===== src/rtl/regfile_stack_ctrl_if.sv =====
// Request/status bundle between a core and the register-file stack controller.
// The controller takes the slave side; the requester takes the master side.
interface regfile_stack_ctrl_if #(
   parameter int LW = 2
) ();
   logic          i_push_req;
   logic          i_pop_req;
   logic          i_clear_err;
   logic          o_busy;
   logic          o_done;
   logic [LW-1:0] o_level;
   logic [LW-1:0] o_rd_level;
   logic [LW-1:0] o_wr_level;
   logic [4:0]    o_cp_addr;
   logic          o_cp_we;
   logic          o_overflow;
   logic          o_underflow;

   modport master (
      output i_push_req, i_pop_req, i_clear_err,
      input  o_busy, o_done, o_level, o_rd_level, o_wr_level,
      input  o_cp_addr, o_cp_we, o_overflow, o_underflow
   );

   modport slave (
      input  i_push_req, i_pop_req, i_clear_err,
      output o_busy, o_done, o_level, o_rd_level, o_wr_level,
      output o_cp_addr, o_cp_we, o_overflow, o_underflow
   );
endinterface


===== src/rtl/regfile_stack_ctrl.sv =====
// Register-file stack level controller: push copies COPY_N registers into
// the new level one per cycle, pop just steps back; all outputs from state.
module regfile_stack_ctrl #(
   parameter int DEPTH     = 4,
   parameter int COPY_N    = 2,
   parameter int COPY_BASE = 10,
   parameter int LW        = $clog2(DEPTH)
) (
   input logic                 i_clk,
   input logic                 i_reset,
   regfile_stack_ctrl_if.slave bus
);
   localparam int KW = 4;
   localparam logic [KW-1:0] K_LAST = KW'((COPY_N == 0) ? 0 : COPY_N - 1);
   localparam logic [LW-1:0] TOP    = LW'(DEPTH - 1);

   typedef enum logic [1:0] {IDLE, COPY, DONE} state_t;

   state_t        state_q, state_d;
   logic [LW-1:0] level_q, level_d;
   logic [KW-1:0] k_q, k_d;
   logic          ovf_q, ovf_d;
   logic          unf_q, unf_d;

   always_ff @(posedge i_clk or negedge i_reset) begin
      if (!i_reset) begin
         state_q <= IDLE;
         level_q <= '0;
         k_q     <= '0;
         ovf_q   <= 1'b0;
         unf_q   <= 1'b0;
      end else begin
         state_q <= state_d;
         level_q <= level_d;
         k_q     <= k_d;
         ovf_q   <= ovf_d;
         unf_q   <= unf_d;
      end
   end

   always_comb begin
      state_d = state_q;
      level_d = level_q;
      k_d     = k_q;
      ovf_d   = ovf_q;
      unf_d   = unf_q;
      // Clear first so a flag set in the same cycle wins.
      if (bus.i_clear_err) begin
         ovf_d = 1'b0;
         unf_d = 1'b0;
      end
      unique case (state_q)
         IDLE: begin
            if (bus.i_push_req) begin
               state_d = DONE;
               if (level_q == TOP) begin
                  ovf_d = 1'b1;
               end else if (COPY_N == 0) begin
                  level_d = level_q + LW'(1);
               end else begin
                  state_d = COPY;
                  k_d     = '0;
               end
            end else if (bus.i_pop_req) begin
               state_d = DONE;
               if (level_q == '0) begin
                  unf_d = 1'b1;
               end else begin
                  level_d = level_q - LW'(1);
               end
            end
         end
         COPY: begin
            if (k_q == K_LAST) begin
               level_d = level_q + LW'(1);
               k_d     = '0;
               state_d = DONE;
            end else begin
               k_d = k_q + KW'(1);
            end
         end
         DONE: state_d = IDLE;
         default: state_d = IDLE;
      endcase
   end

   assign bus.o_busy      = (state_q != IDLE);
   assign bus.o_done      = (state_q == DONE);
   assign bus.o_level     = level_q;
   assign bus.o_rd_level  = level_q;
   assign bus.o_cp_we     = (state_q == COPY);
   assign bus.o_wr_level  = (state_q == COPY) ? level_q + LW'(1) : level_q;
   assign bus.o_cp_addr   = (state_q == COPY) ? 5'(COPY_BASE) + 5'(k_q) : 5'd0;
   assign bus.o_overflow  = ovf_q;
   assign bus.o_underflow = unf_q;
endmodule

===== src/flat_wrapper.sv =====
// flat-port wrapper written by rule: the top's interface ports become plain ports
module regfile_stack_ctrl_flat 
#(
   parameter int DEPTH     = 4,
   parameter int COPY_N    = 2,
   parameter int COPY_BASE = 10,
   parameter int LW        = $clog2(DEPTH)
)
  (i_clk, i_reset, bus_i_push_req, bus_i_pop_req, bus_i_clear_err, bus_o_busy, bus_o_done, bus_o_level, bus_o_rd_level, bus_o_wr_level, bus_o_cp_addr, bus_o_cp_we, bus_o_overflow, bus_o_underflow);
  regfile_stack_ctrl_if #(.LW(LW)) bus_i ();
  input logic i_clk;
  input logic i_reset;
  input wire logic [$bits(bus_i.i_push_req)-1:0] bus_i_push_req;
  input wire logic [$bits(bus_i.i_pop_req)-1:0] bus_i_pop_req;
  input wire logic [$bits(bus_i.i_clear_err)-1:0] bus_i_clear_err;
  output wire logic [$bits(bus_i.o_busy)-1:0] bus_o_busy;
  output wire logic [$bits(bus_i.o_done)-1:0] bus_o_done;
  output wire logic [$bits(bus_i.o_level)-1:0] bus_o_level;
  output wire logic [$bits(bus_i.o_rd_level)-1:0] bus_o_rd_level;
  output wire logic [$bits(bus_i.o_wr_level)-1:0] bus_o_wr_level;
  output wire logic [$bits(bus_i.o_cp_addr)-1:0] bus_o_cp_addr;
  output wire logic [$bits(bus_i.o_cp_we)-1:0] bus_o_cp_we;
  output wire logic [$bits(bus_i.o_overflow)-1:0] bus_o_overflow;
  output wire logic [$bits(bus_i.o_underflow)-1:0] bus_o_underflow;
  assign bus_i.i_push_req = bus_i_push_req;
  assign bus_i.i_pop_req = bus_i_pop_req;
  assign bus_i.i_clear_err = bus_i_clear_err;
  assign bus_o_busy = bus_i.o_busy;
  assign bus_o_done = bus_i.o_done;
  assign bus_o_level = bus_i.o_level;
  assign bus_o_rd_level = bus_i.o_rd_level;
  assign bus_o_wr_level = bus_i.o_wr_level;
  assign bus_o_cp_addr = bus_i.o_cp_addr;
  assign bus_o_cp_we = bus_i.o_cp_we;
  assign bus_o_overflow = bus_i.o_overflow;
  assign bus_o_underflow = bus_i.o_underflow;
  regfile_stack_ctrl #(.DEPTH(DEPTH), .COPY_N(COPY_N), .COPY_BASE(COPY_BASE), .LW(LW)) u_core (.i_clk(i_clk), .i_reset(i_reset), .bus(bus_i));
endmodule

===== config.mk =====
export PLATFORM = sky130hd
export DESIGN_NAME = regfile_stack_ctrl_flat
export DESIGN_NICKNAME = d
export VERILOG_FILES = /design/src/rtl/regfile_stack_ctrl_if.sv /design/src/rtl/regfile_stack_ctrl.sv /design/src/flat_wrapper.sv
export SDC_FILE = /design/constraint.sdc
export NUM_CORES = 1
export LEC_CHECK = 0
export CORE_MARGIN = 5
export CORE_UTILIZATION = 48
export DETAILED_ROUTE_END_ITERATION = 6
export PLACE_DENSITY = 0.82
export SLEW_MARGIN = 5
export SYNTH_ARGS = -nofsm -noshare
export SYNTH_HDL_FRONTEND = slang
export SYNTH_SLANG_ARGS = --single-unit

===== constraint.sdc =====
create_clock -name i_clk -period 4.7 [get_ports i_clk]
set_clock_uncertainty 0.2 [all_clocks]
set_input_delay 0.47 -clock i_clk [delete_from_list [all_inputs] [get_ports i_clk]]
set_output_delay 0.47 -clock i_clk [all_outputs]
set_load 0.01 [all_outputs]

==> results of run 1 <==
power groups by stage:
stage | clock network (mW) | logic [mW] | registers [mW]
after CTS | 0.0827 | 0.370 | 0.154
final | 0.0782 | 0.364 | 0.154
after global routing | 0.0873 | 0.406 | 0.161
after floorplan | 0 | 0.213 | 0.154
after global placement | 0 | 0.356 | 0.152
after detailed placement | 0 | 0.363 | 0.156
metrics by stage:
stage,instance area [um^2],total power [mW],util,instances,worst slack (ps)
floorplan,671.9,0.3673,-,75,2943
global placement,870.8,0.5085,0.6610,107,2144
detailed placement,870.8,0.5184,0.6610,107,2125
CTS,907.1,0.6069,0.6885,111,1828
global route,907.1,0.6543,0.6885,111,1671
finish,907.1,0.5972,0.6885,111,1848
placed cells by master (no fill, tap or decap), types with 3 or more instances in the layout:
| cell | instances |
|---|---|
| sky130_fd_sc_hd__ha_1 | 7 |
| sky130_fd_sc_hd__clkdlybuf4s50_1 | 20 |
| sky130_fd_sc_hd__o21ai_0 | 7 |
| sky130_fd_sc_hd__inv_1 | 7 |
| sky130_fd_sc_hd__nand2_1 | 7 |
| sky130_fd_sc_hd__dfrtp_1 | 10 |
| sky130_fd_sc_hd__nor2_1 | 9 |
| sky130_fd_sc_hd__clkbuf_4 | 3 |
state kept, by name, summed over array words and instances, names as in the netlist:
name	count
u_core.bus.o_level	2
u_core.k_q	4
u_core.bus.o_overflow	1
u_core.bus.o_underflow	1
u_core.state_q	2
worst max-delay path, stage by stage (launching register included):
cell and delay [ps]:
sky130_fd_sc_hd__dfrtp_1 440, sky130_fd_sc_hd__nor2b_1 560, sky130_fd_sc_hd__ha_1 350, sky130_fd_sc_hd__inv_1 50, sky130_fd_sc_hd__clkdlybuf4s50_1 520
logic make-up (layout without fill, tap and decap cells):
family                     Yosys count  in the layout
and+or+nand+nor                     28             28
AOI/OAI and AO/OA                   16             16
buffers and inverters               11             32
DFF                                 10             10
adders and majority gates            7              7
muxes                                2              2
xor gates and xnor gates             1              1
layout make-up:
class                      count  area [um^2]  area share
clock buffer                   4        36.28     0.04000
inverter                       8        30.03     0.03310
multi-input combinational     54        371.6      0.4097
sequential                    10        250.2      0.2759
tap                           15        18.77     0.02069
timing repair buffer          20        200.2      0.2207
metal layers:
layer,routed length (um),track usage,vias up
met4,10,0.08840,0
met3,140,0.05639,2
met2,741,0.2968,25
li1,-,-,293
met1,617,0.1759,273
met5,0,0,-
path summary, 6_finish.rpt:
path / depth (start not counted) / slack, ps / startpoint / to
worst min register to register: 1 / 320 / u_core.state_q[1] / u_core.state_q[0]
min in group i_clk: 1 / 320 / u_core.state_q[1] / u_core.state_q[0]
worst max-delay path: 4 / 1850 / u_core.state_q[0] / bus_o_wr_level[0]
worst max register to register: 5 / 2830 / u_core.state_q[0] / u_core.bus.o_level[0]
worst min-delay path: 1 / 320 / i_reset / u_core.bus.o_level[0]
max in group asynchronous: 1 / 3670 / i_reset / u_core.k_q[0]
==> results list, run 1 <==
- Run status: finished clean
- Number of nets produced by synthesis: 87
* Sequential fraction of the synthesis area: 0.3724
- Data on the critical path is required at its endpoint by 4030 ps.
- The cell sitting at the root of the clock tree is a sky130_fd_sc_hd__clkbuf_4.
- In the finished design, the share of the clock period the worst path needs comes to 0.6069.
- Setup total negative slack on the finished layout was measured at 0 ps.
- After floorplanning, the core was sized to cover 0.001318 mm^2.
- Psw: 0.2465 mW
* CP max FO: 11
- The setup path with the least slack is of type reg2out.
- Of the post-synthesis cell area, the dominant cell type holds 0.3724.
- Count of input and output buffers: 20
- Setup repair after global routing left no endpoint under its margin.
* Layout net count: 109
- TritonCTS clock tree: done
- Setup violations, final: 0
- H-tree depth: 1
- Clock share of power: 0.131
- Top cells by count, synth: sky130_fd_sc_hd__dfrtp_1 (10), sky130_fd_sc_hd__nor2_1 (9)
- Combinational cell fraction of total power: 0.610
* Switching share of power: 0.4127
- Post CTS Setup Buffer Count: 0
* Hold Path Class: in2async
- The first global-routing pass estimated ~2500 um of wire.
* Total count of max-transition violations in the final report: 0
* Slew of the pin with the lowest slew margin: about 630 ps
- Subtracting the final worst setup slack from the clock period gives 2852 ps.
- Of the total synthesized cell area, the portion taken by AND, OR, NAND and NOR gates is 0.2309.
* Fraction of layout cells with a size suffix above 1: 0.1146
* Power per cell area: 658.3 mW/mm^2
* Largest vdd supply drop: 0.3273 mV
- Clock Pin Slew Worst Setup and Hold Paths: 70 ps
- Data arrival, critical path: between 2000 and 2500 ps
* Clk Latency, worst-skew pair: roughly 260 ps
* Die span in x: 47.42 um
* Leakage power of the design: 0.4243 nW
* Portion of total power attributed to sequential cells: 0.259
- The initial utilization of the core area, before any placement, comes to 0.5100.
- Measured against the total synthesized area, the mux share comes to 0.02980.
- After floorplanning, the core was divided into 13 placement rows.
- The congestion estimate from routability-driven global placement came to 0.7976.
- Wire per inst: approximately 14 um
- From bottom edge to top edge, the die measures 47.42 um.
- Post-synth EDFFs: 0
- Buffers inserted to repair hold after CTS numbered 0.
* Worst Setup End Kind: output pin
- By area, the combinational part of the netlist is dominated by simple AND/OR/NAND/NOR gates.
- The most common cell in the synthesized netlist is sky130_fd_sc_hd__dfrtp_1.
- Total of cells resized after clock tree synthesis: 0
* Maximum buffer depth of the clock tree: 2
- Number of inserted diodes: 0
- CTS saw 10 sinks.
- The final hold violation count came to 0.
- Syn-to-layout area delta: 35.01%
* Register bit count reported by yosys: 10
- Dominant cells by area after synthesis: sky130_fd_sc_hd__dfrtp_1 (37%), sky130_fd_sc_hd__ha_1 (13%), sky130_fd_sc_hd__o21ai_0 (5.2%), sky130_fd_sc_hd__nor2_1 (5.0%), sky130_fd_sc_hd__inv_1 (3.9%)
* Worst relative slew slack: 0.5787
- Number of antenna violations at the first check in global routing: 0
- Number of distinct library cells after synthesis: 29
- Num ports: 21
* WHS: 317.5 ps
* Compound-Gate Fraction of Synth Area: 0.1490
- Synthesis produced 75 cells.
- The count of nets left with antenna violations once routing finished came out at 0.
* Total number of vias: 593
- Share of async-settable or async-resettable flops after synthesis: 1.000
- Global routing finished with a remaining overflow of 0.
* All-layer global routing usage: 0.1686
- Arithmetic-cell share of the synthesized area counting full adders, half adders and majority gates: 0.1304
- Vias in the first global route: just under 600
- Wires add up to 1509 um.
- Initial DRC Count: 5
* Internal Pwr Total: 0.3507 mW
- Clock buffer count from CTS: 3
* Average vias per placed instance: 5.342
- In this run the mean area of a mapped cell was 8.959 um^2.
- The most used flip-flop cell after synthesis is sky130_fd_sc_hd__dfrtp_1.
- Xor and xnor fraction of the mapped netlist area: 0.01304
- Area of the die: approximately 0.0022 mm^2
* Fmax: around 350 MHz
* Post-synthesis cell type with the largest combined area: sky130_fd_sc_hd__dfrtp_1
- Entering global routing, the biggest net connects 12 pins.
- Number of synthesis warnings: 0
- First-pass DRT Iterations: 4
- In the routed design, unresolved DRC markers number 0.
* Number of maximum-capacitance constraint violations: 0
* Category of the worst setup path launch point: register
* Estimated wirelength of the detail-placed design: 1081 um
- The synthesized netlist occupies a cell area of about 670 um^2.
* Fillcell total: 100
No activity file was read; power rests on OpenSTA's default activity.
==> run 2, diff against run 1 <==
CORE_UTILIZATION = 44   (was 48)
PLACE_DENSITY = 0.76   (was 0.82)
clock period = 2.64 ns   (was 4.7 ns; I/O delays follow)
==> results list, run 2 (synthesized netlist as in run 1, its figures left out) <==
- Largest vdd supply drop: 0.5753 mV
* R2R setup slack: 980 ps
- Layout net count: 110
* Crit Path Class: reg2out
- Number of antenna violations at the first check in global routing: 0
- DIE HEIGHT: around 49 um
- Power per cell area: about 1100 mW/mm^2
- For this configuration, the core starts out at a cell density of 0.4566.
* Worst Setup End Kind: output pin
* Die span in x: 49.08 um
* Most congested layer reported by global routing: met2
- The floorplan has 14 rows.
* Storage element area: approximately 250 um^2
* Clock root buffer master: sky130_fd_sc_hd__clkbuf_4
* Ratio of final minimum period to clock period: 0.8844
- H-tree depth: 1
- Category of the worst setup path launch point: register
* Vias in the first global route: approximately 600
* Wire length of the first global-routing pass: 2580 um
- Post CTS Setup Buffer Count: 0
- Total congestion overflow after global routing: 0
- The detailed router placed 584 vias in this run.
- Number of flip-flops under the largest register name: 4
- In this run, CTS created clock tree buffers numbering 3.
- Combined area of the multi-input logic cells: 371.6 um^2
- Entering global routing, the biggest net connects 12 pins.
- Most common cell after layout, fill and taps aside: sky130_fd_sc_hd__clkdlybuf4s50_1
- The clock drives 10 sinks.
- The count of nets left with antenna violations once routing finished came out at 0.
* Unrepaired setup endpoints after global routing: no
* Number of inserted diodes: 0
* Average vias per placed instance: 5.214
* Syn-to-layout area delta: 34.26%
* Num ports: 21
- In the final routed layout, each cell accounts on average for 12.66 um.
- In the global route stage, met3 resource usage came out at 0.03976.
- The wire-length estimate of the detail-placed layout is between 1000 and 1500 um.
* Slew of the pin with the lowest slew margin: 490.1 ps
* Global Route met2 Usage: 0.2017
* Highest-count cells in the layout ignoring fill and taps: sky130_fd_sc_hd__clkdlybuf4s50_1 (20), sky130_fd_sc_hd__dfrtp_1 (10), sky130_fd_sc_hd__nor2_1 (9)
* Clock Pin Slew Worst Setup and Hold Paths: 70 ps
* Final hold viol count: 0
- Count of hold buffers inserted by post-cts repair: 0
* Fraction of layout cells with a size suffix above 1: 0.1146
- Before antenna repair, the detailed router went through 4 iterations.
- CP required: roughly 2200 ps
* Number of maximum-capacitance constraint violations: 0
- No sink is reached through more buffers than the 2 on the longest clock path.
- For this run, the top clock speed supported by timing is 428.3 MHz.
- In this run the tightest slew margin relative to its limit is 0.6723.
* Setup total negative slack: 0 ps
- CP max FO: 11
* Initial DRC Count: 11
- The register with the most flip-flops in the final layout is u_core.k_q.
- The analysis attributes to cell leakage a power of between 0.4 and 0.5 nW.
* Drt total wl: 1418 um
- Fillcell total: between 100 and 150
- On the final layout, the worst hold slack is ~120 ps.
* Area of the die: 0.002408 mm^2
- Gp weighted congestion: 0.7802
- Data on the critical path arrives at its endpoint at 1870 ps.
- Across every metal layer, demand over resource in global routing totals 0.1308.
- In this run the standard cell core region covers 0.001471 mm^2.
- Hold Path Class: in2async
* Setup violations, final: 0
- Remaining design rule violation count: 0
* Grt met1 use: 0.1729
- Total of cells resized after clock tree synthesis: 0
- Fin crit period: about 2300 ps
- The final number of max-transition violations was 0.
- During placement, the flow inserted port buffers numbering 20.
- Clk Latency, worst-skew pair: 270 ps
- The run finished with clean final reports.
* TritonCTS clock tree: done
## run 2: worst paths after layout
check | end | start | cells past startpoint
max | bus_o_wr_level[0] | u_core.state_q[0] | 5
min | u_core.bus.o_level[1] | i_reset | 1
max reg2reg | u_core.bus.o_level[0] | u_core.bus.o_level[0] | 5
min reg2reg | u_core.state_q[1] | u_core.state_q[1] | 1
max in group asynchronous | u_core.state_q[0] | i_reset | 1
min in group i_clk | u_core.state_q[1] | u_core.state_q[1] | 1
## run 2: power by group
group / internal (mW) / leakage [nW] / switching, mW / total (mW)
registers: 0.207 / 0.128 / 0.0659 / 0.273
logic: 0.341 / 0.280 / 0.311 / 0.652
clock network: 0.0528 / 0.0138 / 0.0548 / 0.108
## run 2: worst max-delay path: stages, from the launching register on
cell                              delay, ps
sky130_fd_sc_hd__dfrtp_1                440
sky130_fd_sc_hd__nor2b_1                160
sky130_fd_sc_hd__buf_4                  170
sky130_fd_sc_hd__ha_1                   270
sky130_fd_sc_hd__inv_1                   50
sky130_fd_sc_hd__clkdlybuf4s50_1        520
## run 2: metrics by stage
| step | worst slack [ps] | power [mW] | cells | utilization | instance area [um^2] |
|---|---|---|---|---|---|
| after floorplan | 1013 | 0.6538 | 75 | - | 671.9 |
| after global placement | 603.1 | 0.9198 | 109 | 0.5978 | 879.6 |
| after detailed placement | 577.3 | 0.9356 | 109 | 0.5978 | 879.6 |
| after CTS | 286.3 | 1.048 | 112 | 0.6131 | 902.1 |
| after global routing | 215.1 | 1.125 | 112 | 0.6131 | 902.1 |
| final | 305.1 | 1.033 | 112 | 0.6131 | 902.1 |
## run 2: layer usage
layer,share of wire,up-vias
met5,0,-
met4,0.0056,0
met3,0.078,2
met2,0.45,20
met1,0.46,270
li1,-,292
## run 2: cell type report
cell class                 instances  share of cell area
inverter                           8             0.03329
timing repair buffer              21              0.2302
sequential                        10              0.2774
tap                               16             0.02219
multi-input combinational         54              0.4119
clock buffer                       3             0.02497
